File: src/rtl/vector_list_writer.sv
// vector_list_writer
//   Writer end of the vector display list. Accepts MOVE/DRAW commands on a
//   valid/ready port, packs each one into a DATAWIDTH word
//   {opcode[1:0], x[OUT_WIDTH-1:0], y[OUT_WIDTH-1:0]}, writes the words
//   sequentially from address 0, terminates the list with a HALT word and
//   then pulses go_flag for one cycle so the reader may start a new pass.
//
//   Optional feature macro: VECTOR_DEDUP_EN
//     When defined, a MOVE accepted directly after another MOVE in the same
//     frame overwrites the previous word (written at pointer-1, pointer holds).
//
//   Handshake: a command transfers on a rising clk edge where cmd_valid and
//   cmd_ready are both high. cmd_ready is a function of state and pointer
//   only and never looks at cmd_valid; the producer must hold its command
//   stable until the transfer edge. While the list is full cmd_ready stays
//   low, any offered command is dropped and sets the sticky overflow flag.
//
//   fsm_state exposes the controller state (0 IDLE, 1 FILL, 2 CLOSE, 3 DONE).
module vector_list_writer #(
   parameter int ADDRESSWIDTH = 10,
   parameter int OUT_WIDTH    = 8,
   parameter int DATAWIDTH    = 18
) (
   input  logic                    clk,
   input  logic                    rst_n,
   input  logic                    frame_start,
   input  logic                    frame_end,
   input  logic                    cmd_valid,
   output logic                    cmd_ready,
   input  logic                    cmd_draw,
   input  logic [OUT_WIDTH-1:0]    cmd_x,
   input  logic [OUT_WIDTH-1:0]    cmd_y,
   output logic                    wr_en,
   output logic [ADDRESSWIDTH-1:0] wr_addr,
   output logic [DATAWIDTH-1:0]    wr_data,
   output logic                    go_flag,
   output logic                    busy,
   output logic                    overflow,
   output logic [ADDRESSWIDTH:0]   list_len,
   output logic [1:0]              fsm_state
);

   typedef enum logic [1:0] {
      S_IDLE  = 2'd0,
      S_FILL  = 2'd1,
      S_CLOSE = 2'd2,
      S_DONE  = 2'd3
   } state_t;

   localparam logic [1:0] OP_MOVE = 2'b00;
   localparam logic [1:0] OP_DRAW = 2'b01;
   localparam logic [1:0] OP_HALT = 2'b10;

   // Highest address is kept free so the HALT word always fits.
   localparam logic [ADDRESSWIDTH-1:0] LAST_ADDR = '1;

   state_t                  state;
   logic [ADDRESSWIDTH-1:0] ptr;
   logic                    accept;
   logic                    merge;
   logic [DATAWIDTH-1:0]    cmd_word;
   logic [DATAWIDTH-1:0]    halt_word;

   assign cmd_ready = (state == S_FILL) && (ptr != LAST_ADDR);
   assign accept    = cmd_valid && cmd_ready;
   assign cmd_word  = {(cmd_draw ? OP_DRAW : OP_MOVE), cmd_x, cmd_y};
   assign halt_word = {OP_HALT, {(DATAWIDTH-2){1'b0}}};
   assign fsm_state = state;

`ifdef VECTOR_DEDUP_EN
   logic last_move;

   // A MOVE directly following an accepted MOVE replaces it in place.
   assign merge = accept && !cmd_draw && last_move;

   // Remember whether the most recently accepted word of this frame was a MOVE.
   always_ff @(posedge clk) begin
      if (!rst_n) begin
         last_move <= 1'b0;
      end else if (state == S_IDLE && frame_start) begin
         last_move <= 1'b0;
      end else if (accept) begin
         last_move <= !cmd_draw;
      end
   end
`else
   assign merge = 1'b0;
`endif

   // Controller: frame sequencing, pointer, registered write port and flags.
   always_ff @(posedge clk) begin
      if (!rst_n) begin
         state    <= S_IDLE;
         ptr      <= '0;
         wr_en    <= 1'b0;
         wr_addr  <= '0;
         wr_data  <= '0;
         go_flag  <= 1'b0;
         busy     <= 1'b0;
         overflow <= 1'b0;
         list_len <= '0;
      end else begin
         wr_en   <= 1'b0;
         go_flag <= 1'b0;
         case (state)
            S_IDLE: begin
               if (frame_start) begin
                  state    <= S_FILL;
                  ptr      <= '0;
                  overflow <= 1'b0;
                  busy     <= 1'b1;
               end
            end
            S_FILL: begin
               if (accept) begin
                  wr_en   <= 1'b1;
                  wr_data <= cmd_word;
                  if (merge) begin
                     wr_addr <= ptr - 1'b1;
                  end else begin
                     wr_addr <= ptr;
                     ptr     <= ptr + 1'b1;
                  end
               end else if (cmd_valid) begin
                  // Only reachable when the list is full: drop and flag.
                  overflow <= 1'b1;
               end
               if (frame_end) begin
                  state <= S_CLOSE;
               end
            end
            S_CLOSE: begin
               wr_en    <= 1'b1;
               wr_addr  <= ptr;
               wr_data  <= halt_word;
               list_len <= {1'b0, ptr} + 1'b1;
               busy     <= 1'b0;
               state    <= S_DONE;
            end
            S_DONE: begin
               go_flag <= 1'b1;
               state   <= S_IDLE;
            end
            default: begin
               state <= S_IDLE;
            end
         endcase
      end
   end

endmodule

File: config.mk
export PLATFORM = sky130hd
export DESIGN_NAME = vector_list_writer
export DESIGN_NICKNAME = d
export VERILOG_FILES = /design/src/rtl/vector_list_writer.sv
export SDC_FILE = /design/constraint.sdc
export NUM_CORES = 1
export LEC_CHECK = 0
export BUFFER_PORTS_ARGS = -buffer_cell sky130_fd_sc_hd__buf_2
export CAP_MARGIN = 20
export CORE_ASPECT_RATIO = 1.25
export CORE_MARGIN = 2
export CORE_UTILIZATION = 47
export CTS_BUF_LIST = sky130_fd_sc_hd__clkbuf_4 sky130_fd_sc_hd__clkbuf_8 sky130_fd_sc_hd__clkbuf_16
export CTS_CLUSTER_DIAMETER = 40
export DETAILED_ROUTE_END_ITERATION = 6
export GPL_TIMING_DRIVEN = 1
export PLACE_DENSITY = 0.76
export SLEW_MARGIN = 5
export SYNTH_ARGS = -nofsm -noshare
export SYNTH_HDL_FRONTEND = slang
export SYNTH_SLANG_ARGS = --single-unit
File: constraint.sdc
create_clock -name clk -period 1.65 [get_ports clk]
set_input_delay 0.2475 -clock clk [delete_from_list [all_inputs] [get_ports clk]]
set_output_delay 0.2475 -clock clk [all_outputs]
set_load 0.1 [all_outputs]
* Yosys cells after proc, flatten, opt, wreduce, memory -nomap -nowiden
Cells that the tools add are included.
Word-level totals: register bits 55, input bits 22, word-level logic and storage cells 51
Operators by class: add/sub/neg operators 2, eq/ne operators 9, multiplexer cells 20, reductions and logical operators 11
Operators with widths (count):
- $pmux W10 S2 | 2
- $pmux W18 S2 | 1
- $mux W10 | 3
- $mux W18 | 1
- $add A10 B1 Y11 const B | 1
- $add A10 B1 Y10 const B | 1
- $ne A10 B10 Y1 const B | 1
- $ne A2 B2 Y1 const B | 5
- $pmux W2 S4 | 1
- $mux W1 | 7
- $pmux W1 S2 | 3
- $reduce_and A2 Y1 | 3
- $reduce_bool A2 Y1 | 3
- $eq A2 B2 Y1 const B | 2
- $mux W2 | 2
- $reduce_and A4 Y1 | 1
- $reduce_and A3 Y1 | 1
- $eq A2 B1 Y1 const B | 1
- $logic_and A1 B1 Y1 | 2
- $logic_not A2 Y1 | 1

* Logic depth before layout (Yosys ltp)
depth in word-level cells 5, gate-level depth with buffers 9, mapped depth without buffers 6

* Worst setup path before layout
OpenSTA, ideal clock, no wires.
path kind reg-to-output, start reg state[0], in the netlist fsm_state[0], end out cmd_ready, arrival time 2.668 ns, setup slack -1.265 ns, stages on the path, launching flop included 4, path buffers 0, path through dfxtp_1 ha_1 inv_2 nor2_1
Between the ends: word-level cells in the longest chain between the ends 2
Ends and longest elaborated chain:
- start, declared | RTL line 57 | state_t state;
- start signal, assigned | RTL line 93 | state <= S_IDLE;
- start signal, assigned | RTL line 108 | state <= S_FILL;
- start signal, assigned | RTL line 129 | state <= S_CLOSE;
- $eq A2 B1 Y1 | RTL line 64 | assign cmd_ready = (state == S_FILL) && (ptr != LAST_ADDR);
- $logic_and A1 B1 Y1 | RTL line 64
- end, declared | RTL line 29 | output logic cmd_ready,
Every way passes these cells.

* Worst setup path after layout
start reg state[0], in the netlist fsm_state[0], end reg ptr[0]
Between the ends: word-level cells in the longest chain between the ends 5
Ends and longest elaborated chain:
- $eq A2 B1 Y1 | RTL line 64, 105
- $logic_and A1 B1 Y1 | RTL line 64
- $logic_and A1 B1 Y1 | RTL line 65 | assign accept = cmd_valid && cmd_ready;
- $ne A2 B2 Y1 (no source line)
- $reduce_and A3 Y1 (no source line)
- end signal, assigned | RTL line 122 | ptr <= ptr + 1'b1;
- end, declared | RTL line 58 | logic [ADDRESSWIDTH-1:0] ptr;
Several ways; a longest one is shown, not always the timed one. A chain may end at the register's enable or synchronous reset.

==> impl_results.html <==
<table>
<tr><th>Metric</th><th>Value</th></tr>
<tr><th colspan="2">Drt</th></tr>
<tr><td>WL per Instance</td><td>approximately 16 um</td></tr>
<tr><td>Number of iterations in the first detailed-routing pass</td><td>4</td></tr>
<tr><td>DR vias/cell</td><td>approximately 5.6</td></tr>
<tr><td>Drt drc</td><td>0</td></tr>
<tr><td>Initial detailed-routing violation count</td><td>around 170</td></tr>
<tr><td>Via count</td><td>~2500</td></tr>
<tr><td>Wire length after detailed routing</td><td>between 6000 and 7000 um</td></tr>
<tr><td>Antenna violation net count after detailed routing</td><td>0</td></tr>
<tr><th colspan="2">Die</th></tr>
<tr><td>Overall die width</td><td>approximately 70 um</td></tr>
<tr><td>Effective utilization at floorplan</td><td>roughly 50%</td></tr>
<tr><td>Number of placement rows</td><td>30</td></tr>
<tr><td>Die Area</td><td>a little over 6000 um^2</td></tr>
<tr><td>Area inside the core boundary</td><td>5410 um^2</td></tr>
<tr><td>Die outline height</td><td>just under 90 um</td></tr>
<tr><td>Number of primary I/O pins</td><td>68</td></tr>
<tr><th colspan="2">Worst setup path</th></tr>
<tr><td>CP max FO</td><td>6</td></tr>
<tr><td>Required time of the critical path</td><td>approximately 1900 ps</td></tr>
<tr><td>Category of the worst setup path capture point</td><td>flop</td></tr>
<tr><td>Maximum single-stage delay on the critical path</td><td>~400 ps</td></tr>
<tr><td>Arrival time worst endpoint</td><td>between 1500 and 2000 ps</td></tr>
<tr><td>Crit path max-delay cell type</td><td>sky130_fd_sc_hd__dfxtp_4</td></tr>
<tr><td>Crit Path Class</td><td>reg -&gt; reg</td></tr>
<tr><td>Register-to-register setup slack</td><td>-90 ps</td></tr>
<tr><td>Cell class contributing the biggest share of worst-path delay</td><td>simple AND/OR/NAND/NOR gates</td></tr>
<tr><td>Buf+Inv Stages, Crit Path</td><td>2</td></tr>
<tr><td>Ordered list of cells on the worst path</td><td>inv_4, ha_4, and2b_2, or2_4, buf_6, or3_1, a211oi_2</td></tr>
<tr><td>Category of the worst setup path launch point</td><td>flop</td></tr>
<tr><th colspan="2">Logic synthesis</th></tr>
<tr><td>Synth unique cells</td><td>between 40 and 50</td></tr>
<tr><td>Largest cells by area after synthesis</td><td>sky130_fd_sc_hd__dfxtp_1 42%, sky130_fd_sc_hd__o21ai_0 8.2%, sky130_fd_sc_hd__a21oi_1 7.6%</td></tr>
<tr><td>Register area share after synthesis</td><td>41.9%</td></tr>
<tr><td>Mean instance size in the synthesized netlist</td><td>approximately 9.1 um^2</td></tr>
<tr><td>Leading cell types by count after synthesis</td><td>55 x sky130_fd_sc_hd__dfxtp_1, 43 x sky130_fd_sc_hd__o21ai_0, 40 x sky130_fd_sc_hd__a21oi_1, 19 x sky130_fd_sc_hd__nor2_1, 17 x sky130_fd_sc_hd__or4b_1</td></tr>
<tr><td>Gate count after technology mapping</td><td>290</td></tr>
<tr><td>Largest area contributor in the netlist</td><td>sky130_fd_sc_hd__dfxtp_1</td></tr>
<tr><td>Nets in the synthesized netlist</td><td>317</td></tr>
<tr><td>Top-count cell post-synth</td><td>sky130_fd_sc_hd__dfxtp_1</td></tr>
<tr><td>Number of synthesized register bits</td><td>between 50 and 60</td></tr>
<tr><td>Area share of the largest cell type after synthesis</td><td>approximately two fifths</td></tr>
<tr><td>Synth Flop Type</td><td>sky130_fd_sc_hd__dfxtp_1</td></tr>
<tr><td>Yosys warns</td><td>0</td></tr>
<tr><td>Fraction of registers with async set/reset</td><td>0%</td></tr>
<tr><td>Cell area after technology mapping</td><td>2630 um^2</td></tr>
<tr><td>Number of flops mapped to enable cells by yosys</td><td>0</td></tr>
<tr><th colspan="2">Timing</th></tr>
<tr><td>Fin Setup TNS</td><td>-388 ps</td></tr>
<tr><td>Clock Skews</td><td>~13 ps</td></tr>
<tr><td>Max Slew Vio Count</td><td>0</td></tr>
<tr><td>Relative max-transition margin</td><td>67.1%</td></tr>
<tr><td>Transition at the pin with the smallest max-transition slack</td><td>a little under 500 ps</td></tr>
<tr><td>Achievable frequency</td><td>575 MHz</td></tr>
<tr><td>RSZ-0062 raised after global routing</td><td>yes</td></tr>
<tr><td>Final Hold Violating Endpoints</td><td>0</td></tr>
<tr><td>Share of the clock period used by the worst path</td><td>105%</td></tr>
<tr><td>Finish-stage setup viols</td><td>10</td></tr>
<tr><td>Fin Hold WS</td><td>roughly 260 ps</td></tr>
<tr><td>Worst path setup slack after routing</td><td>-89.8 ps</td></tr>
<tr><td>Minimum clock period after layout</td><td>1740 ps</td></tr>
<tr><th colspan="2">Status</th></tr>
<tr><td>Violations in the final reports</td><td>negative setup slack</td></tr>
<tr><td>Run status</td><td>complete, but fails checks</td></tr>
<tr><th colspan="2">Pwr</th></tr>
<tr><td>Clock share of power</td><td>slightly below 10%</td></tr>
<tr><td>Peak supply drop</td><td>roughly 1.4 mV</td></tr>
<tr><td>Fraction of power spent switching nets</td><td>~54%</td></tr>
<tr><td>P per Cell Area</td><td>between 2000 and 2500 nW/um^2</td></tr>
<tr><td>Total power consumption of the routed design</td><td>7.88 mW</td></tr>
<tr><td>Static leakage</td><td>1.49 nW</td></tr>
<tr><td>Net switching component of the power</td><td>between 4 and 5 mW</td></tr>
<tr><td>Part of the total power dissipated in sequential elements</td><td>22.8%</td></tr>
<tr><td>Internal power</td><td>roughly 3.6 mW</td></tr>
<tr><td>Combinational group share of total power</td><td>67.5%</td></tr>
<tr><th colspan="2">GRT</th></tr>
<tr><td>Maximum number of pins on one net before global-route repair</td><td>between 50 and 60</td></tr>
<tr><td>Gr usage total</td><td>a little over a fifth</td></tr>
<tr><td>Overflow after GRT</td><td>0</td></tr>
<tr><td>Initial antenna violation count</td><td>0</td></tr>
<tr><td>Vias in the first global route</td><td>roughly 2300</td></tr>
<tr><td>Global-route wire length before repair</td><td>~11000 um</td></tr>
<tr><th colspan="2">Finish</th></tr>
<tr><td>Storage cell area</td><td>~1100 um^2</td></tr>
<tr><td>Post-route design area</td><td>roughly 3600 um^2</td></tr>
<tr><td>Utilization after layout</td><td>67.4%</td></tr>
<tr><td>Fill count</td><td>roughly 460</td></tr>
<tr><td>Area growth from synthesis to layout</td><td>38.8%</td></tr>
<tr><td>Multi-input logic area</td><td>around 1500 um^2</td></tr>
<tr><td>Count of placed standard cells in the final layout, fillers left out</td><td>between 400 and 500</td></tr>
<tr><td>Share of layout cells above drive strength 1</td><td>a little under half</td></tr>
<tr><td>ANT cells</td><td>0</td></tr>
<tr><td>Final #Nets</td><td>approximately 400</td></tr>
<tr><th colspan="2">Placement</th></tr>
<tr><td>Placed instance area</td><td>3260 um^2</td></tr>
<tr><td>Number of instances in the placed design</td><td>430</td></tr>
<tr><td>Post-place setup slack</td><td>-85.4 ps</td></tr>
<tr><td>Buffers on Ports</td><td>67</td></tr>
<tr><td>Final HPWL from detailed placement</td><td>between 4000 and 5000 um</td></tr>
<tr><td>GPL Wtd Cong</td><td>around 0.84</td></tr>
<tr><th colspan="2">Flow run</th></tr>
<tr><td>Maxcap violations</td><td>0</td></tr>
<tr><th colspan="2">CTS</th></tr>
<tr><td>Buffer type at the clock tree root</td><td>sky130_fd_sc_hd__clkbuf_8</td></tr>
<tr><td>Buffers from clock root to sink, at most</td><td>2</td></tr>
<tr><td>TritonCTS Buffers</td><td>5</td></tr>
<tr><td>CTS H-tree depth</td><td>2</td></tr>
<tr><td>TritonCTS clock tree</td><td>built</td></tr>
<tr><td>Number of buffers inserted for hold repair after clock tree synthesis</td><td>0</td></tr>
<tr><td>Sink count of the clock tree</td><td>55</td></tr>
<tr><td>Insertion delay to the later sink of the worst-skew pair</td><td>roughly 310 ps</td></tr>
<tr><td>Clock edge transition at the registers on the reported setup and hold paths</td><td>100 ps</td></tr>
<tr><th colspan="2">Worst hold path</th></tr>
<tr><td>Min-delay worst type</td><td>in -&gt; reg</td></tr>
</table>
## cell type report
cell class	instances	share of cell area, %
Clock buffer	5	1.89
Clock inverter	3	0.618
Sequential cell	55	30.7
Multi-Input combinational cell	200	41.5
Tap cell	64	2.20
Timing Repair Buffer	116	22.2
Inverter	6	0.893
## flip-flops by register name, indices dropped and copies added (netlist names)
signal / count
wr_en: 1
fsm_state: 2
wr_data: 18
go_flag: 1
ptr: 10
wr_addr: 10
list_len: 11
busy: 1
overflow: 1
## worst paths after layout
path / cells after the start / from / end
hold / removal: 3 / cmd_x[4] / wr_data[12]
hold reg to reg: 2 / wr_data[12] / wr_data[12]
setup / recovery: 7 / fsm_state[0] / ptr[0]
setup reg to reg: 7 / fsm_state[0] / ptr[0]
## tightest hold or removal path, delay by kind of cell
kind | cells | cell delay [ps]
buf+inv | 1 | 90
simple gates | 1 | 140
compound gates | 1 | 50
## metal layers
| layer | track usage [%] | vias up | wire length [um] |
|---|---|---|---|
| met5 | 0 | - | 0 |
| met4 | 5.32 | 0 | 63 |
| met3 | 5.18 | 7 | 334 |
| met2 | 36.1 | 71 | 3400 |
| met1 | 27.8 | 1175 | 3180 |
| li1 | - | 1258 | - |
## kinds of logic after synthesis
group / Yosys count / synth area share, %
DFF: 55 / 41.9
muxes: 3 / 1.14
buffers and inverters: 35 / 7.57
xor gates and xnor gates: 6 / 2.00
AOI/OAI and AO/OA: 104 / 22.3
and+or+nand+nor: 82 / 22.7
adders and majority gates: 5 / 2.38
## layout by cell type (no fill, tap or decap), types with 3 or more instances in the layout
master                      n
sky130_fd_sc_hd__a211oi_1   4
sky130_fd_sc_hd__buf_2     66
sky130_fd_sc_hd__buf_12     4
sky130_fd_sc_hd__or3b_1     9
sky130_fd_sc_hd__dfxtp_1   47
sky130_fd_sc_hd__clkbuf_8   5
sky130_fd_sc_hd__o21ai_1    3
sky130_fd_sc_hd__and3_1     3
sky130_fd_sc_hd__xnor2_1    6
sky130_fd_sc_hd__o21ai_0   40
sky130_fd_sc_hd__a21oi_1   33
sky130_fd_sc_hd__buf_6      5
sky130_fd_sc_hd__nand2_1    4
sky130_fd_sc_hd__dfxtp_2    5
sky130_fd_sc_hd__dfxtp_4    3
sky130_fd_sc_hd__or4b_1     8
sky130_fd_sc_hd__nor2_1    17
sky130_fd_sc_hd__or3_1      5
sky130_fd_sc_hd__or4b_4     9
sky130_fd_sc_hd__a211oi_2   3
sky130_fd_sc_hd__nor3_1     3
sky130_fd_sc_hd__a21oi_2    7
sky130_fd_sc_hd__ha_4       3
sky130_fd_sc_hd__buf_4     38
## repair_timing
action,in CTS,in global routing
pin swaps,1,8
gates cloned,0,4
setup buffers,3,4
endpoints found under the setup margin,32,33
resized for setup,14,35
## power by group through the flow
| stage | combinational (mW) | clock [mW] | sequential, mW |
|---|---|---|---|
| after CTS | 4.58 | 0.783 | 1.80 |
| after detailed placement | 4.43 | 0 | 1.82 |
| final | 5.32 | 0.763 | 1.80 |
| after floorplan | 1.47 | 0 | 3.95 |
| after global routing | 5.59 | 0.833 | 1.83 |
| after global placement | 4.38 | 0 | 1.81 |
No activity file was read; power rests on OpenSTA's default activity.
